### src/rtl/tx_line_buf_pkg.sv
// tx_line_buf_pkg: shared types and constants for the line-buffered UART
// transmit stage (tx_line_buf and its FIFO, txb_fifo).
package tx_line_buf_pkg;

  // Drain sequencer states. EOL_CR/EOL_LF are reachable only when the
  // TXBUF_CRLF_EN build option is defined in tx_line_buf.
  typedef enum logic [2:0] {
    IDLE   = 3'd0,
    DRAIN  = 3'd1,
    GAP    = 3'd2,
    EOL_CR = 3'd3,
    EOL_LF = 3'd4
  } txbState_t;

  // Line terminator bytes appended to every drain pass in the CRLF build.
  localparam logic [7:0] ASCII_CR = 8'h0D;
  localparam logic [7:0] ASCII_LF = 8'h0A;

  // Strobe byte for a terminator state; the byte is irrelevant elsewhere.
  function automatic logic [7:0] eolByte(input txbState_t st);
    return (st == EOL_CR) ? ASCII_CR : ASCII_LF;
  endfunction

endpackage

### src/rtl/txb_fifo.sv
// txb_fifo: DEPTH x 8 circular byte buffer for tx_line_buf.
// The caller only asserts pop when the buffer is non-empty and only asserts
// push when there is room (or a pop in the same cycle frees one), so this
// block does no guarding of its own. level is a true occupancy count,
// 0..DEPTH, one bit wider than the pointers.
module txb_fifo #(
  parameter  int DEPTH = 32,
  localparam int AW    = $clog2(DEPTH)
) (
  input  logic          clk,
  input  logic          rst,
  input  logic          push,
  input  logic [7:0]    pushData,
  input  logic          pop,
  output logic [7:0]    headData,
  output logic [AW:0]   level,
  output logic          full,
  output logic          empty
);

  localparam logic [AW-1:0] PTR_ONE    = {{(AW-1){1'b0}}, 1'b1};
  localparam logic [AW:0]   LEVEL_ONE  = {{AW{1'b0}}, 1'b1};
  localparam logic [AW:0]   FULL_LEVEL = (AW + 1)'(DEPTH);

  logic [7:0]    mem [DEPTH];
  logic [AW-1:0] wrPtr;
  logic [AW-1:0] rdPtr;
  logic [AW:0]   count;

  // Byte storage: written at the tail on every accepted push.
  // NOTE: the storage array has no reset; its contents are unreachable until
  // written because count gates every read, and leaving it unreset lets it
  // map onto plain RAM. Sequential state everywhere uses non-blocking
  // assignments so every flop samples the pre-edge values of its inputs.
  always_ff @(posedge clk) begin
    if (push) begin
      mem[wrPtr] <= pushData;
    end
  end

  // Pointers and occupancy; pointers wrap naturally because DEPTH is 2^AW.
  always_ff @(posedge clk) begin
    if (!rst) begin
      wrPtr <= '0;
      rdPtr <= '0;
      count <= '0;
    end else begin
      if (push) begin
        wrPtr <= wrPtr + PTR_ONE;
      end
      if (pop) begin
        rdPtr <= rdPtr + PTR_ONE;
      end
      case ({push, pop})
        2'b10:   count <= count + LEVEL_ONE;
        2'b01:   count <= count - LEVEL_ONE;
        default: count <= count;
      endcase
    end
  end

  assign headData = mem[rdPtr];
  assign level    = count;
  assign full     = (count == FULL_LEVEL);
  assign empty    = (count == '0);

endmodule

### src/rtl/tx_line_buf.sv
// tx_line_buf: line-buffered UART transmit stage behind the stream cipher.
// Every cipher byte is captured into txb_fifo. A print_buf pulse in IDLE
// starts a drain pass that sends one byte per strobe to the UART, with one
// mandatory idle (GAP) cycle after each strobe. The pass ends when the FIFO
// is seen empty in DRAIN; bytes arriving mid-pass join the same pass.
//
// Build option TXBUF_CRLF_EN: when defined, every pass is terminated with
// CR (0x0D) then LF (0x0A), including a pass started on an empty FIFO.
// When undefined, the terminator states are not built.
module tx_line_buf
  import tx_line_buf_pkg::*;
#(
  parameter  int DEPTH = 32,
  localparam int AW    = $clog2(DEPTH)
) (
  input  logic          clk,
  input  logic          rst,
  input  logic          wr_data_rdy,
  input  logic [7:0]    wr_data,
  input  logic          print_buf,
  input  logic          tx_busy,
  output logic          tx_data_rdy,
  output logic [7:0]    tx_data,
  output logic          buf_empty,
  output logic          buf_full,
  output logic          overflow,
  output logic [AW:0]   level
);

  txbState_t  state;
  txbState_t  nextState;
  txbState_t  retState;   // where GAP goes once its idle cycle is over
  txbState_t  nextRet;

  logic       popNow;
  logic       pushNow;
  logic       dropNow;
  logic       sendNow;
  logic [7:0] sendByte;

  logic [7:0] headData;
  logic       fifoFull;
  logic       fifoEmpty;

  txb_fifo #(.DEPTH(DEPTH)) uFifo (
    .clk      (clk),
    .rst      (rst),
    .push     (pushNow),
    .pushData (wr_data),
    .pop      (popNow),
    .headData (headData),
    .level    (level),
    .full     (fifoFull),
    .empty    (fifoEmpty)
  );

  // State register, including the GAP return target.
  always_ff @(posedge clk) begin
    if (!rst) begin
      state    <= IDLE;
      retState <= IDLE;
    end else begin
      state    <= nextState;
      retState <= nextRet;
    end
  end

  // Next-state logic: sequence a drain pass and remember GAP's successor.
  // NOTE: every signal assigned here gets a default on the first lines, so
  // no path through the case leaves it unassigned and no latch is inferred.
  always_comb begin
    nextState = state;
    nextRet   = retState;
    case (state)
      IDLE: begin
        if (print_buf) begin
          nextState = DRAIN;
        end
      end
      DRAIN: begin
        if (fifoEmpty) begin
`ifdef TXBUF_CRLF_EN
          nextState = EOL_CR;
`else
          nextState = IDLE;
`endif
        end else if (!tx_busy) begin
          nextState = GAP;
          nextRet   = DRAIN;
        end
      end
      GAP: begin
        nextState = retState;
      end
`ifdef TXBUF_CRLF_EN
      EOL_CR: begin
        if (!tx_busy) begin
          nextState = GAP;
          nextRet   = EOL_LF;
        end
      end
      EOL_LF: begin
        if (!tx_busy) begin
          nextState = GAP;
          nextRet   = IDLE;
        end
      end
`endif
      default: begin
        nextState = IDLE;
        nextRet   = IDLE;
      end
    endcase
  end

  // Output decode: which byte (if any) to strobe this cycle, FIFO pop/push.
  always_comb begin
    popNow   = 1'b0;
    sendNow  = 1'b0;
    sendByte = headData;
    case (state)
      DRAIN: begin
        if (!fifoEmpty && !tx_busy) begin
          popNow  = 1'b1;
          sendNow = 1'b1;
        end
      end
`ifdef TXBUF_CRLF_EN
      EOL_CR, EOL_LF: begin
        if (!tx_busy) begin
          sendNow  = 1'b1;
          sendByte = eolByte(state);
        end
      end
`endif
      default: begin
        sendNow = 1'b0;
      end
    endcase
    // A write into a full buffer still lands when this cycle's pop frees
    // the head slot; otherwise the byte is lost and flagged.
    pushNow = wr_data_rdy && (!fifoFull || popNow);
    dropNow = wr_data_rdy && !pushNow;
  end

  // Registered UART strobe; tx_data holds the last byte between strobes.
  always_ff @(posedge clk) begin
    if (!rst) begin
      tx_data_rdy <= 1'b0;
      tx_data     <= 8'h00;
    end else begin
      tx_data_rdy <= sendNow;
      if (sendNow) begin
        tx_data <= sendByte;
      end
    end
  end

  // Sticky overflow: set by a dropped byte, cleared when a pass is started.
  // A drop in the same cycle as the clearing print_buf wins, since that
  // byte is genuinely lost.
  always_ff @(posedge clk) begin
    if (!rst) begin
      overflow <= 1'b0;
    end else if (dropNow) begin
      overflow <= 1'b1;
    end else if ((state == IDLE) && print_buf) begin
      overflow <= 1'b0;
    end
  end

  assign buf_empty = fifoEmpty;
  assign buf_full  = fifoFull;

endmodule

### config.mk
export PLATFORM = sky130hd
export DESIGN_NAME = tx_line_buf
export DESIGN_NICKNAME = d
export VERILOG_FILES = /design/src/rtl/tx_line_buf_pkg.sv /design/src/rtl/txb_fifo.sv /design/src/rtl/tx_line_buf.sv
export SDC_FILE = /design/constraint.sdc
export NUM_CORES = 1
export LEC_CHECK = 0
export ABC_AREA = 0
export ABC_CLOCK_PERIOD_IN_PS = 7600
export CAP_MARGIN = 20
export CELL_PAD_IN_SITES_DETAIL_PLACEMENT = 1
export CELL_PAD_IN_SITES_GLOBAL_PLACEMENT = 1
export CORE_ASPECT_RATIO = 1.5
export CORE_MARGIN = 3
export CORE_UTILIZATION = 25
export CTS_CLUSTER_SIZE = 25
export DETAILED_ROUTE_END_ITERATION = 8
export PLACE_DENSITY = 0.53
export REMOVE_ABC_BUFFERS = 1
export SYNTH_ARGS = -nofsm -noshare
export SYNTH_HDL_FRONTEND = slang
export SYNTH_SLANG_ARGS = --single-unit
### constraint.sdc
create_clock -name clk -period 7.6 [get_ports clk]
set_input_delay 0.76 -clock clk [delete_from_list [all_inputs] [get_ports clk]]
set_output_delay 0.76 -clock clk [all_outputs]
set_load 0.05 [all_outputs]
==> out/summary.txt <==
Cell area after synthesis = 11,300 um2
Initial antenna violation count = 0
Post-synth EDFFs = 256
Core ar. = 44,300 um2
TritonCTS Buffers = 27
Ant diodes = 0
Largest net degree at the start of global routing = 41
Post-route ant nets = 0
Routed wire length = 26,900 um
Max Cap Viol = 0
Area Overhead vs Synth = 16.4%
Top area cells in the synthesized netlist = edfxtp_1 (68%), mux4_2 (7.8%), dfxtp_1 (5.1%)
1st-pass router iterations = 4
Flops & latches, synth = 285
Max Buffers Root-to-Sink = 3
WL/cell = 21.0 um
Post-CTS setup buffers = 0
CP max FO = 5
Non-Filler Instances = 1,280
Endpoints failing setup = 0
PD cells = 246 nW/um2
Synthesized instance count = 641
Ys async rst share = 0%
Critical Setup Path Class = flop to output port
Slowest stage delay, CP = 0.87 ns
Clock transition at the registers of the reported paths = 0.06 ns
Synth Warn # = 0
Fillcell total = 4,528
Die height = 267 um
Status = finished, final reports clean
Most used flip-flop cell after synthesis = edfxtp_1
CP Launch Type = flop
Min cycle time layout = 3.43 ns
Clk sink count = 285
GP Congestion = 0.731
Iter 0 DRT Violations = 342
Commonest cells in the netlist = edfxtp_1 (256), mux2i_1 (51), nor2_1 (43)
Min-Delay Path Class = flop to flop
P_leak = 0.00397 uW
Yosys top cell area share = 67.9%
Highest Clock Rate = 291 MHz
# nets final = 706
Register area share after synthesis = 73.1%
First-pass GRT wire length = 40,700 um
Vias in the first global route = 6,370
Crit path max-delay family = simple AND/OR/NAND/NOR gates
Worst EP arrival = 2.67 ns
Critical path endpoint category = output port
Count leader, synth = edfxtp_1
Overflow after GRT = 0
Share of cells above drive strength 1 = 15.1%
H-tree depth = 1
Core Rows = 94
I/O pin count = 31
Worst Tran Pin Value = 0.918 ns
CTS tree = yes
Cell total after placement = 1,230
Peak VDD IR = 0.134 mV
Worst path required time = 6.84 ns
Total number of vias = 5,714
Unrepaired setup endpoints after global routing = false
Crit path cell chain = or4_4 -> nor3_1 -> clkdlybuf4s50_1
Hpwl dp = 17,700 um
Slew Limit Fails = 0
Horiz. Die Dim = 180 um
Fin crit share = 45.1%
Bufs and invs on worst path = 1
Die area = 47,900 um2
Post-Route Skew = 0.0140 ns
Via-to-Cell Ratio = 4.46
Flop2flop setup slack = 4.19 ns
Critical path's slowest cell = clkdlybuf4s50_1
TNS Setup = 0 ns
Synth cell types = 54
Post-synth top area cell = edfxtp_1
Hold Buf Count CTS = 0
Avg Cell Area, Syn = 17.7 um2
Worst slew margin = 38.6%
Root Driver = clkbuf_16
DRC viols = 0
Cts repair resizes = 0
Starting density of the core = 25.5%
GRT Total Usage = 11.0%
Clk_lat worst skew = 0.55 ns
Port Buf Inserts = 30
Final Hold Vio Count = 0
## sequential cells by signal, summed over array words and instances (netlist names)
name,count
tx_data_rdy,1
uFifo.level,6
retState,1
uFifo.wrPtr,5
uFifo.rdPtr,5
uFifo.mem,256
state,2
overflow,1
tx_data,8
## worst paths after layout
check / cells past startpoint / endpoint / startpoint
setup / recovery: 3 / buf_empty / uFifo.level[1]$_SDFFE_PN0P_
hold / removal: 2 / tx_data[4]$_SDFFE_PN0P_ / tx_data[4]$_SDFFE_PN0P_
setup reg to reg: 5 / tx_data[5]$_SDFFE_PN0P_ / uFifo.rdPtr[0]$_SDFFE_PN0P_
hold reg to reg: 2 / tx_data[4]$_SDFFE_PN0P_ / tx_data[4]$_SDFFE_PN0P_
## power breakdown
part	leakage [uW]	switching, uW	internal (uW)
Clock	0.000410	578	762
Sequential	0.00254	16.0	1720
Combinational	0.00101	99.3	63.1
Total	0.00397	694	2550
## cell families (layout without fill, tap and decap cells)
logic type,after synthesis,count (layout),share of synthesized area [%]
AO/OA/AOI/OAI,87,87,5.64
XOR/XNOR,9,9,0.697
adder cells (fa/ha/maj),10,10,1.17
buffers and inverters,41,104,1.69
flip-flops,285,285,73.1
multiplexers,93,93,12.7
AND/OR/NAND/NOR,116,116,5.06
## final cells by class
cell class / count / area [um2] / share of cell area [%]
timing repair buffer: 48 / 435 / 3.31
multi-input combinational: 315 / 2860 / 21.7
tap: 576 / 721 / 5.47
clock buffer: 38 / 717 / 5.44
clock inverter: 12 / 144 / 1.09
inverter: 6 / 22.5 / 0.171
sequential: 285 / 8270 / 62.8
## worst reg2reg max path: cells and delay by family, from the launching register on
kind	cells	cell delay (ns)
buf+inv	1	0.75
flops	1	0.81
mux	1	0.60
compound gates	3	1.10
## cells in the final DEF, fill, tap and decap left out, drive strengths merged, types with 4 or more instances in the layout
master	instances
edfxtp	256
mux2i	52
nor2	43
mux4	39
clkbuf	38
clkdlybuf4s50	30
dfxtp	29
nand2	26
o21ai	21
buf	18
o22ai	17
a22o	15
and2	10
ha	9
o41ai	8
inv	8
a2111oi	7
nand3	6
xnor2	6
nand3b	5
nor2b	5
clkinv	5
o21a	4
## per-stage QoR
stage / setup WS [ns] / instance area, um2 / power [uW] / utilization (%) / hold WS [ns]
finish: 4.17 / 13200 / 3240 / 29.7 / 0.459
global route: 3.84 / 13200 / 3360 / 29.7 / 0.528
CTS: 4.04 / 13200 / 3280 / 29.7 / 0.471
detailed placement: 3.76 / 12300 / 1940 / 27.8 / 0.455
global placement: 3.82 / 12300 / 1930 / 27.8 / 0.450
floorplan: 3.26 / 11100 / 1860 / - / 0.472
## layer usage
metal  global-route usage (%)  vias up  part of all wire [%]
met4                     3.89        0                   2.8
met5                        0        -                     0
met1                     12.7     2931                    40
li1                         -     2639                     -
met2                     21.1      111                    55
met3                     1.35       33                   2.7
Power figures use the tool's default switching activity.
